==> src/rtl/div_pkg.sv <==
// -----------------------------------------------------------------------------
// div_pkg
// Shared types and helpers for the parametrised non-restoring divider.
//   div_state_t   : controller states (IDLE, RUN, FINISH)
//   div_cnt_width : width of the step counter for a given operand width
// -----------------------------------------------------------------------------
package div_pkg;

    typedef enum logic [1:0] {
        IDLE   = 2'd0,
        RUN    = 2'd1,
        FINISH = 2'd2
    } div_state_t;

    // The step counter only has to reach WIDTH-1, so clog2(WIDTH) bits suffice.
    function automatic int div_cnt_width(input int w);
        return (w <= 2) ? 1 : $clog2(w);
    endfunction

endpackage

==> src/rtl/div_nr_param_if.sv <==
// -----------------------------------------------------------------------------
// div_nr_param_if
// Request/result bundle between the execute-stage control and the divider.
//   start, is_signed, dividend, divisor : request (sampled when accepted)
//   q, r, div_zero                      : registered, held results
//   busy                                : operation in progress
//   done                                : one-cycle result-valid pulse
// Modports: master = requester side, slave = divider side.
// -----------------------------------------------------------------------------
interface div_nr_param_if #(
    parameter int WIDTH = 32
);
    logic             start;
    logic             is_signed;
    logic [WIDTH-1:0] dividend;
    logic [WIDTH-1:0] divisor;
    logic [WIDTH-1:0] q;
    logic [WIDTH-1:0] r;
    logic             busy;
    logic             done;
    logic             div_zero;

    modport master (
        output start, is_signed, dividend, divisor,
        input  q, r, busy, done, div_zero
    );

    modport slave (
        input  start, is_signed, dividend, divisor,
        output q, r, busy, done, div_zero
    );
endinterface

==> src/rtl/div_nr_step.sv <==
// -----------------------------------------------------------------------------
// div_nr_step
// One combinational non-restoring division step on a WIDTH+1-bit partial
// remainder. The remainder's sign bit is carried separately as r_sign, so
// only the low WIDTH bits travel on rem_i/rem_o.
//   rem_i     : partial remainder, low WIDTH bits
//   bit_i     : next dividend bit (quotient register MSB)
//   dvs_i     : divisor magnitude
//   r_sign_i  : sign of the current partial remainder (1 = negative)
//   rem_o     : next partial remainder, low WIDTH bits
//   r_sign_o  : sign of the next partial remainder
//   q_bit_o   : quotient bit produced by this step
// -----------------------------------------------------------------------------
module div_nr_step #(
    parameter int WIDTH = 32
) (
    input  logic [WIDTH-1:0] rem_i,
    input  logic             bit_i,
    input  logic [WIDTH-1:0] dvs_i,
    input  logic             r_sign_i,
    output logic [WIDTH-1:0] rem_o,
    output logic             r_sign_o,
    output logic             q_bit_o
);
    logic [WIDTH:0] shifted;
    logic [WIDTH:0] dvs_ext;
    logic [WIDTH:0] sum;

    // The shift drops the old sign bit: the post-add/sub remainder always lies
    // in [-D, D), so modulo-2^(WIDTH+1) arithmetic still yields the exact value.
    assign shifted = {rem_i, bit_i};
    assign dvs_ext = {1'b0, dvs_i};
    assign sum     = r_sign_i ? (shifted + dvs_ext) : (shifted - dvs_ext);

    assign rem_o    = sum[WIDTH-1:0];
    assign r_sign_o = sum[WIDTH];
    assign q_bit_o  = ~sum[WIDTH];
endmodule

==> src/rtl/div_nr_param.sv <==
// -----------------------------------------------------------------------------
// div_nr_param
// Multi-cycle parametrised non-restoring divider, signed or unsigned per
// operation. Operands are captured on accept, WIDTH steps run one per cycle,
// then a FINISH cycle corrects the remainder, fixes signs and writes the
// held results with a one-cycle done pulse. Divide by zero skips RUN.
//   clock : rising-edge clock
//   reset : asynchronous active-high reset
//   bus   : div_nr_param_if.slave (start/is_signed/dividend/divisor in;
//           q/r/busy/done/div_zero out, all registered)
// -----------------------------------------------------------------------------
module div_nr_param
    import div_pkg::*;
#(
    parameter int WIDTH = 32
) (
    input  logic            clock,
    input  logic            reset,
    div_nr_param_if.slave   bus
);
    localparam int CNT_W = div_cnt_width(WIDTH);

    div_state_t       state_q, state_d;
    logic [CNT_W-1:0] cnt_q, cnt_d;
    logic [WIDTH-1:0] rem_q, rem_d;
    logic [WIDTH-1:0] quo_q, quo_d;
    logic [WIDTH-1:0] dvs_q, dvs_d;
    logic             r_sign_q, r_sign_d;
    logic             sn_q, sn_d;
    logic             sd_q, sd_d;
    logic             zero_q, zero_d;
    logic             busy_q, busy_d;
    logic             done_q, done_d;
    logic             dz_q, dz_d;
    logic [WIDTH-1:0] q_q, q_d;
    logic [WIDTH-1:0] r_q, r_d;

    logic             in_sn, in_sd;
    logic [WIDTH-1:0] dvd_mag, dvs_mag;
    logic [WIDTH-1:0] step_rem;
    logic             step_sign;
    logic             step_qbit;
    logic [WIDTH-1:0] rem_fix;

    // Magnitudes at accept; the most-negative value maps onto itself, which
    // is the correct unsigned magnitude.
    assign in_sn   = bus.is_signed & bus.dividend[WIDTH-1];
    assign in_sd   = bus.is_signed & bus.divisor[WIDTH-1];
    assign dvd_mag = in_sn ? (-bus.dividend) : bus.dividend;
    assign dvs_mag = in_sd ? (-bus.divisor)  : bus.divisor;

    div_nr_step #(
        .WIDTH (WIDTH)
    ) u_step (
        .rem_i    (rem_q),
        .bit_i    (quo_q[WIDTH-1]),
        .dvs_i    (dvs_q),
        .r_sign_i (r_sign_q),
        .rem_o    (step_rem),
        .r_sign_o (step_sign),
        .q_bit_o  (step_qbit)
    );

    // Final correction: a negative partial remainder gets the divisor added
    // back once. The result lies in [0, D), so WIDTH bits are exact.
    assign rem_fix = r_sign_q ? (rem_q + dvs_q) : rem_q;

    always_comb begin
        state_d  = state_q;
        cnt_d    = cnt_q;
        rem_d    = rem_q;
        quo_d    = quo_q;
        dvs_d    = dvs_q;
        r_sign_d = r_sign_q;
        sn_d     = sn_q;
        sd_d     = sd_q;
        zero_d   = zero_q;
        busy_d   = busy_q;
        done_d   = 1'b0;
        dz_d     = dz_q;
        q_d      = q_q;
        r_d      = r_q;

        case (state_q)
            IDLE: begin
                if (bus.start) begin
                    sn_d     = in_sn;
                    sd_d     = in_sd;
                    quo_d    = dvd_mag;
                    dvs_d    = dvs_mag;
                    rem_d    = '0;
                    r_sign_d = 1'b0;
                    cnt_d    = '0;
                    busy_d   = 1'b1;
                    zero_d   = (bus.divisor == '0);
                    state_d  = (bus.divisor == '0) ? FINISH : RUN;
                end
            end

            RUN: begin
                rem_d    = step_rem;
                r_sign_d = step_sign;
                quo_d    = {quo_q[WIDTH-2:0], step_qbit};
                cnt_d    = cnt_q + CNT_W'(1);
                if (cnt_q == CNT_W'(WIDTH - 1)) begin
                    state_d = FINISH;
                end
            end

            FINISH: begin
                busy_d  = 1'b0;
                done_d  = 1'b1;
                dz_d    = zero_q;
                state_d = IDLE;
                if (zero_q) begin
                    // quo_q still holds |dividend|; undoing the sign fix
                    // restores the original bit pattern.
                    q_d = '1;
                    r_d = sn_q ? (-quo_q) : quo_q;
                end else begin
                    q_d = (sn_q ^ sd_q) ? (-quo_q) : quo_q;
                    r_d = sn_q ? (-rem_fix) : rem_fix;
                end
            end

            default: begin
                state_d = IDLE;
                busy_d  = 1'b0;
            end
        endcase
    end

    always_ff @(posedge clock or posedge reset) begin
        if (reset) begin
            state_q  <= IDLE;
            cnt_q    <= '0;
            rem_q    <= '0;
            quo_q    <= '0;
            dvs_q    <= '0;
            r_sign_q <= 1'b0;
            sn_q     <= 1'b0;
            sd_q     <= 1'b0;
            zero_q   <= 1'b0;
            busy_q   <= 1'b0;
            done_q   <= 1'b0;
            dz_q     <= 1'b0;
            q_q      <= '0;
            r_q      <= '0;
        end else begin
            state_q  <= state_d;
            cnt_q    <= cnt_d;
            rem_q    <= rem_d;
            quo_q    <= quo_d;
            dvs_q    <= dvs_d;
            r_sign_q <= r_sign_d;
            sn_q     <= sn_d;
            sd_q     <= sd_d;
            zero_q   <= zero_d;
            busy_q   <= busy_d;
            done_q   <= done_d;
            dz_q     <= dz_d;
            q_q      <= q_d;
            r_q      <= r_d;
        end
    end

    assign bus.q        = q_q;
    assign bus.r        = r_q;
    assign bus.busy     = busy_q;
    assign bus.done     = done_q;
    assign bus.div_zero = dz_q;
endmodule
==> src/flat_wrapper.sv <==
// flat-port wrapper written by rule: the top's interface ports become plain ports
module div_nr_param_flat import div_pkg::*;
#(
    parameter int WIDTH = 32
)
  (clock, reset, bus_start, bus_is_signed, bus_dividend, bus_divisor, bus_q, bus_r, bus_busy, bus_done, bus_div_zero);
  div_nr_param_if #(.WIDTH(WIDTH)) bus_i ();
  input  logic clock;
  input  logic reset;
  input wire logic [$bits(bus_i.start)-1:0] bus_start;
  input wire logic [$bits(bus_i.is_signed)-1:0] bus_is_signed;
  input wire logic [$bits(bus_i.dividend)-1:0] bus_dividend;
  input wire logic [$bits(bus_i.divisor)-1:0] bus_divisor;
  output wire logic [$bits(bus_i.q)-1:0] bus_q;
  output wire logic [$bits(bus_i.r)-1:0] bus_r;
  output wire logic [$bits(bus_i.busy)-1:0] bus_busy;
  output wire logic [$bits(bus_i.done)-1:0] bus_done;
  output wire logic [$bits(bus_i.div_zero)-1:0] bus_div_zero;
  assign bus_i.start = bus_start;
  assign bus_i.is_signed = bus_is_signed;
  assign bus_i.dividend = bus_dividend;
  assign bus_i.divisor = bus_divisor;
  assign bus_q = bus_i.q;
  assign bus_r = bus_i.r;
  assign bus_busy = bus_i.busy;
  assign bus_done = bus_i.done;
  assign bus_div_zero = bus_i.div_zero;
  div_nr_param #(.WIDTH(WIDTH)) u_core (.clock(clock), .reset(reset), .bus(bus_i));
endmodule
==> config.mk <==
export PLATFORM = sky130hd
export DESIGN_NAME = div_nr_param_flat
export DESIGN_NICKNAME = d
export VERILOG_FILES = /design/src/rtl/div_pkg.sv /design/src/rtl/div_nr_param_if.sv /design/src/rtl/div_nr_step.sv /design/src/rtl/div_nr_param.sv /design/src/flat_wrapper.sv
export SDC_FILE = /design/constraint.sdc
export NUM_CORES = 1
export LEC_CHECK = 0
export ABC_AREA = 1
export CORE_ASPECT_RATIO = 1.75
export CORE_MARGIN = 1
export CORE_UTILIZATION = 55
export CTS_BUF_LIST = sky130_fd_sc_hd__clkbuf_8
export DETAILED_ROUTE_END_ITERATION = 8
export HOLD_SLACK_MARGIN = 0.15
export PLACE_DENSITY = 0.83
export SETUP_SLACK_MARGIN = 0.02
export SYNTH_ARGS = -nofsm -noshare
export SYNTH_HDL_FRONTEND = slang
export SYNTH_HIERARCHICAL = 1
export SYNTH_SLANG_ARGS = --single-unit
==> constraint.sdc <==
create_clock -name clock -period 10.3 [get_ports clock]
set_input_delay 2.06 -clock clock [delete_from_list [all_inputs] [get_ports clock]]
set_output_delay 2.06 -clock clock [all_outputs]
set_load 0.02 [all_outputs]
# == Yosys cells after proc, flatten, opt, wreduce, memory -nomap -nowiden ==
# Cells that the tools add are included.
# word_totals
regBits,174
in_bits,68
out_inout_bits,67
elab_cells,63
# classes
n_addsub,8
eq_ne,5
muxes,24
bitwise_logic,5
reduce_logical,7
# op_table
operator,count
two-way mux 32 bit,10
negation 32 bit,4
one-hot mux 32 bit (2 select lines),2
adder 33 x 32 -> 33 bit,1
two-way mux 33 bit,1
subtractor 33 x 32 -> 33 bit,1
adder 32 bit,1
zero test 32 bit,1
one-hot mux 5 bit (2 select lines),1
AND reduction 2 bit,4
two-way mux 2 bit,3
adder 5 x 1 -> 5 bit (second input constant),1
== test 5 bit (second input constant),1
two-way mux 5 bit,1
one-hot mux 1 bit (2 select lines),2
one-hot mux 2 bit (2 select lines),1
two-way mux 1 bit,3
bitwise AND 1 bit,2
== test 2 x 1 -> 1 bit (second input constant),1
== test 2 bit (second input constant),1
zero test 2 bit,1
inequality test 2 x 1 -> 1 bit (second input constant),1
inequality test 2 bit (second input constant),1
inverter 1 bit,2
other kinds (2),2

# == Logic depth before layout (Yosys ltp) ==
# logic_depth
word_depth,5
ltp_mapped,22
ltp_nobuf,22

# == Modules after synthesis ==
# The synthesis kept the hierarchy.
# by_module_without_submodules
module,instances,cells_per_inst,area_each_um2,seq_area_each_um2
div_nr_param,1,2135,13803.2,4354.2
div_nr_step,1,700,3415.8,0.0

# == Least setup slack after synthesis ==
# No wires, ideal clock.
# synth_path
kind,input -> register
startpoint,input port bus_dividend[0]
endpoint,register u_core.quo_q[28]
setup_time_ps,127
arrival_time_ps,3688
t_required_ps,10173
setup_slack_ps,6485
stages,15
n_path_buf,0
cell_sequence,inv_1 > ha_1 > nand3_1 > nor3_1 > nand2_1 > nor3_2 > nand3_1 > nor3_2 > nand2_1 > nor2_1 > nand2_1 > o21ai_2 > o21ai_1 > nor2_1 > o21ai_1
# synth_via
elab_chain_len,4
# synth_rtl
item,line_no,rtl
from (decl),flat_wrapper.sv:12,input wire logic [$bits(bus_i.dividend)-1:0] bus_dividend;
negation 32 bit,div_nr_param.sv:49,assign dvd_mag = in_sn ? (-bus.dividend) : bus.dividend;
two-way mux 32 bit,div_nr_param.sv:49,
two-way mux 32 bit,div_nr_param.sv:86,if (bus.start) begin
one-hot mux 32 bit (2 select lines),div_nr_param.sv:84,case (state_q)
to (signal assigned),div_nr_param.sv:153,quo_q <= quo_d;
to (decl),div_nr_param.sv:26,"logic [WIDTH-1:0] quo_q, quo_d;"
# No other way between the ends. The select of a mux whose other input is x is not followed.
# A chain may end at the register's enable or synchronous reset.

# == Worst setup path after layout ==
# layout_path
startpoint,input port bus_dividend[1]
endpoint,register u_core.quo_q[23]
# Same word-level chain as after synthesis.

==> flow_metrics.tcl <==
set metrics [dict create \
    synthesis.nets 2976 \
    die-area_mm2 0.0320 \
    setup_viol 0 \
    synth_top_cell_by_area "dfrtp_1" \
    p_clk_share_pct 6.7 \
    whs_endpoint "u_core/bus.busy$_DFFE_PP0P_" \
    path_delay_family "simple AND/OR/NAND/NOR gates" \
    p_comb_share_pct 73.1 \
    hp-class "flop to flop" \
    cts_tree "done" \
    antenna_left 0 \
    critPathMaxStageDelay_ns 0.43 \
    ff2ff_setup_slack_ns 6.16 \
    hp-start "u_core/bus.busy$_DFFE_PP0P_" \
    holdBufCountCts 0 \
    fmaxAchievable_ghz 0.239 \
    die_w_um 136 \
    cpMaxStageDelayCell "clkdlybuf4s50_1" \
    hold_violations 0 \
    fin_crit_sh_pct 40.5 \
    synth_ff_type "dfrtp_1" \
    dp_slack_ns 5.62 \
    place_inst 3283 \
    crit_start "bus_dividend[1]" \
    first_iter_violations 1552 \
    worstPathArrival_ns 4.54 \
    syn_avg_cell_area_um2 6.07 \
    reg2reg_from "u_core/dvs_q[0]$_DFFE_PP0P_" \
    vias 19154 \
    reg2reg_depth 18 \
    cp.required_ns 10.66 \
    htree_levels 4 \
    hold_depth 2 \
    power.leakage_nw 9.81 \
    r2r-end "u_core/rem_q[27]$_DFFE_PP0P_" \
    fin_cells 3317 \
    path_common_cell "nand2_1" \
    final_nets 3052 \
    fin_worst_skew_ns 0.0175 \
    vdd_drop_max_mv 0.350 \
    final_util_pct 62.5 \
    synth_area_leaders "dfrtp_1, nand2_1, inv_1, nor2_1, nand3_1" \
    worstSetupStartpointType "input port" \
    drt_first_pass_iters 5 \
    synth.distinct_cells 54 \
    pwr-share-seq_pct 20.2 \
    rsz0062_at_grt "no" \
    overflow 0 \
    clkTransAtPathRegs_ns 0.11 \
    final_common_cell "nand2_1" \
    synth_cells 2835 \
    slew_headroom_pct 28.3 \
    rows 85 \
    power_density_mw_per_mm2 411 \
    syn_area_mm2 0.0172 \
    synth_edf_count 0 \
    die_height_um 236 \
    routed_wl_um 65900 \
    status "finished, final reports clean" \
    grt_pass1_wl_um 99700 \
    p_sw_mw 4.76 \
    numCtsBuffers 17 \
    layout-drive-gt1-share_pct 5.51 \
    grt_pass1_vias 18451 \
    post_cts_resized 0 \
    critical_path_buf_inv_count 1 \
    place_congestion 1.01 \
    avgRoutedWirePerCell_um 19.9 \
    clock_latency_ns 0.53 \
    yosys_warnings 6 \
    synth.yosys.seq_area_share_pct 25.3 \
    port-buffer-count 134 \
    worstPathMaxFanout 3 \
    swShare_pct 60.2 \
    vias_per_cell 5.77 \
    max_slew.worst_pin.slew_ns 1.07 \
    io_pins 135 \
    grt_max_degree 91 \
    grt.total_usage_pct 41.8 \
    cts_sinks 174 \
    start_util_pct 56.0 \
    post_cts_buffers 0 \
    drv_slew 0 \
    hpwlAfterDp_um 52300 \
    ys_ff_latch 174 \
    cp-end-kind "flop" \
    finalSetupTns_ns 0 \
    yosysTopAreaCellShare_pct 25.3 \
    layout_common_cells "nand2_1, inv_1, nor2_1, nand3_1, dfrtp_1" \
    min_period_ns 4.18 \
    fin_ws_ns 6.12 \
    area_delta_synth_final_pct 11.6 \
    p_int_mw 3.15 \
    antenna_found_initial 2 \
    ys_async_sr_fraction_pct 100 \
    cts_root_buf "clkbuf_8" \
    core_mm2 0.0307 \
    drc_errors 0 \
    clockBufferDepth 2 \
    critPathKind "input port to flop" \
    cap_violations 0 \
    crit_chain "clkdlybuf4s50_1, nor3_1, nand3_1, nor3_1, nand2_1, nor2_1, nand2_1, nor2_1, nand2_1, nor2_1, nand3_1, nand2_1, a21oi_1, o21ai_0, o221ai_1" \
]
[cell families after synthesis]
kind of cell	share of synthesized area [%]
AOI/OAI and AO/OA	13.3
xor gates and xnor gates	5.60
adders and majority gates	5.39
buffers and inverters	11.0
DFF	25.3
and+or+nand+nor	39.4
[synth_stat cells (6+ instances only)]
master,instances
nand2_1,920
nand3b_1,7
xnor2_1,10
nand3_1,197
a22oi_1,26
a22o_1,8
o21ai_0,143
o21bai_1,6
nor2_2,20
a31oi_1,53
clkbuf_1,60
or2_2,8
a21oi_1,105
nor3_2,8
xor2_1,100
ha_1,71
dfrtp_1,174
inv_2,11
buf_1,9
o211ai_1,7
nor3_1,26
nor4_1,10
buf_2,15
o31ai_1,8
nand3_2,11
inv_1,384
nor2_4,9
nor2_1,306
o21ai_1,10
nand4_1,38
o21ai_2,7
nand2_2,23
[power groups by stage]
stage | logic (mW) | clock network, mW | registers (mW)
final | 5.78 | 0.530 | 1.59
after global routing | 6.41 | 0.560 | 1.60
after CTS | 5.68 | 0.537 | 1.57
after detailed placement | 5.66 | 0 | 1.58
after global placement | 5.54 | 0 | 1.57
after floorplan | 4.02 | 0 | 1.42
[state kept, by name, indices dropped and copies added (netlist names)]
signal	flops
u_core/bus.div_zero	1
u_core/sd_q	1
u_core/quo_q	32
u_core/state_q	2
u_core/zero_q	1
u_core/cnt_q	5
u_core/bus.busy	1
u_core/bus.done	1
u_core/bus.r	32
u_core/r_sign_q	1
u_core/bus.q	32
u_core/rem_q	32
u_core/dvs_q	32
u_core/sn_q	1
[how the worst max path moves through the flow]
stage / end / cells after the start
floorplan: u_core/bus.busy$_DFFE_PP0P_ / 1
global placement: u_core/quo_q[28]$_DFFE_PP0P_ / 17
detailed placement: u_core/quo_q[28]$_DFFE_PP0P_ / 17
CTS: u_core/quo_q[28]$_DFFE_PP0P_ / 17
global route: u_core/quo_q[28]$_DFFE_PP0P_ / 17
finish: u_core/quo_q[23]$_DFFE_PP0P_ / 15
[worst reg2reg max path, stage by stage, from the launching register on]
cell	delay, ns
dfrtp_1	0.60
inv_1	0.21
ha_1	0.25
nand3_2	0.13
nor2_2	0.21
nand2_1	0.12
o21ai_2	0.35
o21ai_1	0.15
xor2_1	0.18
ha_1	0.41
nand2_1	0.12
nor2_1	0.37
nand2_1	0.20
nor2_1	0.14
nand2_1	0.17
nand3_1	0.13
nand2_1	0.08
nand2_1	0.06
o21ai_0	0.09
[metal layers]
metal	up-vias	track usage (%)	routed length (µm)
li1	9197	-	-
met1	8833	40.4	22000
met2	818	72.8	32800
met3	306	6.28	3610
met4	0	42.5	7580
met5	-	0	0
[area by class of cell]
class	instances	area, µm²
diodes	2	5.00
clock inverters	15	194
repair buffers	147	1440
multi-input cells	2170	11000
fillers	3089	11500
inverters	401	1520
clock buffers	17	234
flip-flops and latches	174	4360
well taps	391	489
[through the flow]
stage          total power [mW]  cell area [µm²]  hold slack, ns
2_1_floorplan              5.44            17200           0.467
3_3_place_gp               7.11            18800           0.469
3_5_place_dp               7.24            18800           0.474
4_1_cts                    7.79            19200           0.504
5_1_grt                    8.57            19200           0.550
6_report                   7.91            19200           0.500
(Power assumes the default switching activity.)
